--- config.mk ---
export PLATFORM = sky130hd
export DESIGN_NAME = flag_branch_unit
export DESIGN_NICKNAME = d
export VERILOG_FILES = /design/src/rtl/flag_branch_unit_pkg.sv /design/src/rtl/flag_branch_unit_branch_cond_eval.sv /design/src/rtl/flag_branch_unit.sv
export SDC_FILE = /design/constraint.sdc
export NUM_CORES = 1
export LEC_CHECK = 0
export BUFFER_PORTS_ARGS = -buffer_cell sky130_fd_sc_hd__buf_4
export CAP_MARGIN = 20
export CORE_UTILIZATION = 50
export CTS_CLUSTER_DIAMETER = 200
export DETAILED_ROUTE_END_ITERATION = 7
export PLACE_DENSITY = 0.79
export SLEW_MARGIN = 10
export SYNTH_ARGS = -nofsm -noshare
export SYNTH_HDL_FRONTEND = slang
export SYNTH_SLANG_ARGS = --single-unit
--- constraint.sdc ---
create_clock -name clk -period 5.6 [get_ports clk]
set_clock_uncertainty 0.1 [all_clocks]
set_input_delay 1.12 -clock clk [delete_from_list [all_inputs] [get_ports clk]]
set_output_delay 1.12 -clock clk [all_outputs]
set_load 0.01 [all_outputs]
--- src/rtl/flag_branch_unit_pkg.sv ---
// Shared opcode, condition-code and flag-index definitions for the
// flag/branch logic that sits behind the execute-stage ALU.
package wisc_pkg;

  localparam logic [3:0] OP_ADD    = 4'b0000;
  localparam logic [3:0] OP_SUB    = 4'b0001;
  localparam logic [3:0] OP_XOR    = 4'b0010;
  localparam logic [3:0] OP_RED    = 4'b0011;
  localparam logic [3:0] OP_SLL    = 4'b0100;
  localparam logic [3:0] OP_SRA    = 4'b0101;
  localparam logic [3:0] OP_ROR    = 4'b0110;
  localparam logic [3:0] OP_PADDSB = 4'b0111;
  localparam logic [3:0] OP_LW     = 4'b1000;
  localparam logic [3:0] OP_SW     = 4'b1001;
  localparam logic [3:0] OP_LLB    = 4'b1010;
  localparam logic [3:0] OP_LHB    = 4'b1011;
  localparam logic [3:0] OP_B      = 4'b1100;
  localparam logic [3:0] OP_BR     = 4'b1101;
  localparam logic [3:0] OP_PCS    = 4'b1110;
  localparam logic [3:0] OP_HLT    = 4'b1111;

  localparam logic [2:0] CC_NEQ    = 3'b000;
  localparam logic [2:0] CC_EQ     = 3'b001;
  localparam logic [2:0] CC_GT     = 3'b010;
  localparam logic [2:0] CC_LT     = 3'b011;
  localparam logic [2:0] CC_GTE    = 3'b100;
  localparam logic [2:0] CC_LTE    = 3'b101;
  localparam logic [2:0] CC_OVFL   = 3'b110;
  localparam logic [2:0] CC_UNCOND = 3'b111;

  localparam int FLAG_N = 2;
  localparam int FLAG_V = 1;
  localparam int FLAG_Z = 0;

  localparam logic [2:0] MASK_NONE = 3'b000;
  localparam logic [2:0] MASK_NVZ  = 3'b111;
  localparam logic [2:0] MASK_Z    = 3'b001;

  typedef enum logic {
    ST_IDLE  = 1'b0,
    ST_FLUSH = 1'b1
  } fsm_state_t;

endpackage

--- src/rtl/flag_branch_unit_branch_cond_eval.sv ---
// Combinational branch condition evaluation on {N,V,Z} flags.
module branch_cond_eval
  import wisc_pkg::*;
(
  input  logic [2:0] ccc,
  input  logic [2:0] flags,
  output logic       cond
);

  logic n;
  logic v;
  logic z;

  assign n = flags[FLAG_N];
  assign v = flags[FLAG_V];
  assign z = flags[FLAG_Z];

  always_comb begin
    cond = 1'b0;
    unique case (ccc)
      CC_NEQ:    cond = ~z;
      CC_EQ:     cond = z;
      CC_GT:     cond = ~z & ~n;
      CC_LT:     cond = n;
      // Z | (~Z & ~N) reduces to Z | ~N
      CC_GTE:    cond = z | ~n;
      CC_LTE:    cond = n | z;
      CC_OVFL:   cond = v;
      CC_UNCOND: cond = 1'b1;
      default:   cond = 1'b0;
    endcase
  end

endmodule

--- src/rtl/flag_branch_unit.sv ---
// Architectural NVZ flag register with same-cycle bypass into decode-stage
// branch resolution, a one-cycle fetch flush and a saturating taken counter.
module flag_branch_unit
  import wisc_pkg::*;
#(
  parameter int CNT_W = 16
) (
  input  logic             clk,
  input  logic             rst,
  input  logic             ex_valid,
  input  logic             ex_stall,
  input  logic [3:0]       ex_opcode,
  input  logic [2:0]       alu_flags,
  input  logic             id_br_valid,
  input  logic [2:0]       id_ccc,
  input  logic             id_stall,
  output logic [2:0]       flags_q,
  output logic             br_taken,
  output logic             if_flush,
  output logic [CNT_W-1:0] br_count
);

  function automatic logic [2:0] flag_wmask(input logic [3:0] op);
    logic [2:0] m;
    m = MASK_NONE;
    unique case (op)
      OP_ADD, OP_SUB:          m = MASK_NVZ;
      OP_XOR, OP_SLL,
      OP_SRA, OP_ROR:          m = MASK_Z;
      default:                 m = MASK_NONE;
    endcase
    return m;
  endfunction

  function automatic logic [2:0] flag_merge(input logic [2:0] old_f,
                                            input logic [2:0] new_f,
                                            input logic [2:0] mask);
    return (old_f & ~mask) | (new_f & mask);
  endfunction

  function automatic logic [CNT_W-1:0] sat_inc(input logic [CNT_W-1:0] c);
    return (&c) ? c : c + 1'b1;
  endfunction

  fsm_state_t state;
  logic [2:0] wmask;
  logic       fwe;
  logic [2:0] eff_flags;
  logic       br_req;
  logic       cond;

  // Execute side: write enable and bypassed flag view
  always_comb begin
    wmask     = flag_wmask(ex_opcode);
    fwe       = ex_valid & ~ex_stall & (|wmask);
    eff_flags = fwe ? flag_merge(flags_q, alu_flags, wmask) : flags_q;
  end

  branch_cond_eval u_cond (
    .ccc   (id_ccc),
    .flags (eff_flags),
    .cond  (cond)
  );

  // Decode side: the slot behind a taken branch is wrong-path while flushing
  always_comb begin
    br_req   = id_br_valid & ~id_stall & (state == ST_IDLE);
    br_taken = ~rst & br_req & cond;
  end

  // Registered state: flags, flush FSM and counter
  always_ff @(posedge clk) begin
    if (rst) begin
      flags_q  <= 3'b000;
      state    <= ST_IDLE;
      if_flush <= 1'b0;
      br_count <= '0;
    end else begin
      if (fwe)
        flags_q <= eff_flags;
      unique case (state)
        ST_IDLE: begin
          if (br_taken) begin
            state    <= ST_FLUSH;
            if_flush <= 1'b1;
            br_count <= sat_inc(br_count);
          end else begin
            if_flush <= 1'b0;
          end
        end
        ST_FLUSH: begin
          state    <= ST_IDLE;
          if_flush <= 1'b0;
        end
        default: begin
          state    <= ST_IDLE;
          if_flush <= 1'b0;
        end
      endcase
    end
  end

endmodule

==> run summary <==
The total negative setup slack is 0 ns. The core region is between 0.002 and 0.0025 mm2. The number of library cell types mapped by synthesis is 36.

In the final layout, the multi-input gates occupy 704 um2. The area of all placed cells without fillers is 0.00144 mm2. The total number of yosys warnings is 0. The max-capacitance violation count came out at 0.

The count of flip-flops with a built-in enable after synthesis is 0. The count of hold buffers inserted by post-cts repair came out at 0. The number of pins exceeding their max-slew limit in the final report is 0. The number of iterations in the first detailed-routing pass is 4.

The die covers 0.00247 mm2. The die is 49.7 um tall. Data arrives at the worst endpoint at 2.87 ns. The detail-routed via count per cell is 6.13.

Along the worst path, the maximum fanout reaches 6. Global routing consumed, over all layers together, 24.1% of the routing resources. The share of async-settable or async-resettable flops after synthesis is 0%.

The final critical-path share of the clock period is 73.0%. Data on the critical path is required at its endpoint by about 4.4 ns. The fmax is 245 MHz. The summed instance area of the synthesized netlist is 0.00114 mm2. The flip-flop and latch count after synthesis came out at 20. The effective utilization at floorplan is 55.8%. Input and output buffers added on the ports amount to 36. The quantity of gates resized following cts is 0. The maximum number of buffers from clock root to sink is 2.

The critical path startpoint is ex_stall. The capturing point of the worst reg2reg path is br_count[14]. The number of DRC markers in iteration 0 is 22. The register area share after synthesis is 35.1%. The slew of the pin with the lowest slew margin is 0.633 ns. The run finished with clean final reports. The power density of the placed cells came out at 170 mW/mm2. The number of inserted filler cells in the final layout came out at 184. The total I/O pin count is 37. The total grt overflow is 0. The clock insertion delay at the later pin of the skew report is 0.30 ns. The most common cell in the synthesized netlist is sky130_fd_sc_hd__dfxtp_1. The path depth of the worst reg2reg path is 6.

The total instance count after detailed placement came out at 194. The global-route wire length before repair is 4610 um. Clock-pin slew was measured on the worst setup and hold paths at 0.10 ns.

The synthesized area per cell came out at 8.38 um2. After detailed routing, the average wire length per cell comes to 14.5 um. The finished layout holds between 150 and 200 standard cells, fillers aside. The static power due to leakage came out at 0.600 nW. Clock tree synthesis selected as its root buffer the cell sky130_fd_sc_hd__clkbuf_4. The pin count of the biggest net entering global routing came out at 28. The worst hold slack came out at 0.419 ns. The worst setup slack for register-to-register paths came out at around 3.2 ns. The deepest level of the CTS H-tree is 1.

After technology mapping, the gate count stands at 136. Setup violations remaining at the end of the flow were counted as 0. The last weighted congestion value of the routability-driven placer came out at 0.829. The final number of hold-violating endpoints came to 0. The endpoint class of the critical path is a primary output.

Measured along the x axis, the die boundary spans 49.7 um. The worst-case IR drop observed on VDD is 0.147 mV. The cell area after placement came out at 0.00142 mm2. The relative slew slack came out at 57.8%. The area of all sequential standard cells is 400 um2.

In this run the critical register-to-register path is launched from flags_q[2]. STA classifies the critical path startpoint as an input pin. The post-route antenna net violation count came out at 0.

The estimated wirelength of the detail-placed design came out at 2110 um. The cell type contributing the most total cell area after synthesis is sky130_fd_sc_hd__dfxtp_1. The final period demand of the worst path is 4.09 ns.

The clock sink count is 20. In this run the worst hold path is classified as reg -> reg. The synthesized design devotes to its leading area cell type 35.1% of total area. The number of global-route vias before repair is 1077. By count the netlist is led by 20 x sky130_fd_sc_hd__dfxtp_1, 13 x sky130_fd_sc_hd__nor2_1, 10 x sky130_fd_sc_hd__a21oi_1. The via count is 1208. The antenna diode count is 0. The fraction of final layout cells with drive strength greater than 1 came out at between 20% and 30%.

The most critical setup path has its endpoint at br_taken. The post-synth net total is 153. The DRC violation count after routing came out at 0. After the last flow step, the layout net total stands at ~190. The most used flip-flop cell after synthesis is sky130_fd_sc_hd__dfxtp_1. The critical path is of the in -> out type. The number of CTS-inserted buffers came out at 3. Setup repair after global routing left no endpoint under its margin. The final total power is roughly 0.25 mW. Relative to the synthesized area, the layout overhead comes to 26.6%. The routed wire length is 2860 um. The post-CTS setup buffer count is 0. The row count came out at 16. TritonCTS built the clock tree. The number of antenna violations at the first check in global routing came out at 0.

In the post-synthesis netlist, the biggest area contributors are sky130_fd_sc_hd__dfxtp_1 35%, sky130_fd_sc_hd__mux2_2 5.9%, sky130_fd_sc_hd__o31ai_1 5.3%.
==> sequential cells by signal (all words and copies together), names as in the netlist <==
signal    count
br_count     16
flags_q       3
state         1
==> worst max-delay path, cell delays in order <==
cell	delay (ns)
sky130_fd_sc_hd__buf_4	0.12
sky130_fd_sc_hd__nor3b_4	0.31
sky130_fd_sc_hd__a21boi_2	0.11
sky130_fd_sc_hd__or2_0	0.25
sky130_fd_sc_hd__a32o_1	0.26
sky130_fd_sc_hd__o31ai_1	0.39
sky130_fd_sc_hd__and2_1	0.19
sky130_fd_sc_hd__buf_4	0.12
==> worst min path at each step <==
stage | to | from | cells past startpoint | slack [ns]
2_1_floorplan | br_count[9] | br_count[9] | 2 | 0.40
5_1_grt | br_count[11] | br_count[11] | 2 | 0.44
3_5_place_dp | br_count[15] | br_count[15] | 2 | 0.40
6_report | br_count[5] | br_count[5] | 2 | 0.42
4_1_cts | br_count[11] | br_count[11] | 2 | 0.42
3_3_place_gp | br_count[9] | br_count[9] | 2 | 0.38
==> metal layers <==
metal,track usage (%),vias to the layer above,routed length [um]
li1,-,588,-
met1,27.4,576,1180
met2,44.6,38,1500
met3,3.40,6,140
met4,9.52,0,45
met5,0,-,0
==> area by class of cell <==
class | count | area share, %
timing repair buffer | 37 | 19.3
tap | 27 | 2.34
multi-input combinational | 109 | 48.8
inverter | 1 | 0.260
clock buffer | 3 | 1.56
sequential | 20 | 27.8
==> where the power goes <==
group	switching (mW)	leakage (nW)	internal (mW)	total, mW
logic	0.0196	0.425	0.0149	0.0346
registers	0.000799	0.161	0.143	0.144
clock network	0.0421	0.0138	0.0251	0.0672
==> cell families after synthesis <==
logic type | after synthesis | synth area share [%]
AO/OA/AOI/OAI | 30 | 18.0
adder cells (fa/ha/maj) | 1 | 1.10
AND/OR/NAND/NOR | 70 | 35.0
multiplexers | 8 | 7.68
buffers and inverters | 7 | 3.07
flip-flops | 20 | 35.1
==> layout by cell type, fill, tap and decap left out, drive strengths merged, types with 3 or more instances in the layout <==
master	instances
nor3	3
buf	37
nor4	4
a21oi	10
and3	6
nor2b	6
o21ai	3
o31ai	8
nand4	4
nand2b	3
nand2	9
clkbuf	3
nand3	6
and2	3
nor2	13
or4	6
dfxtp	20
mux2	6
==> stage by stage <==
step | setup WS [ns] | util (%)
5_1_grt | 1.40 | 70.6
4_1_cts | 1.53 | 70.6
3_3_place_gp | 1.62 | 69.5
3_5_place_dp | 1.52 | 69.5
2_1_floorplan | 1.91 | -
6_report | 1.51 | 70.6
No activity file was read; power rests on OpenSTA's default activity.
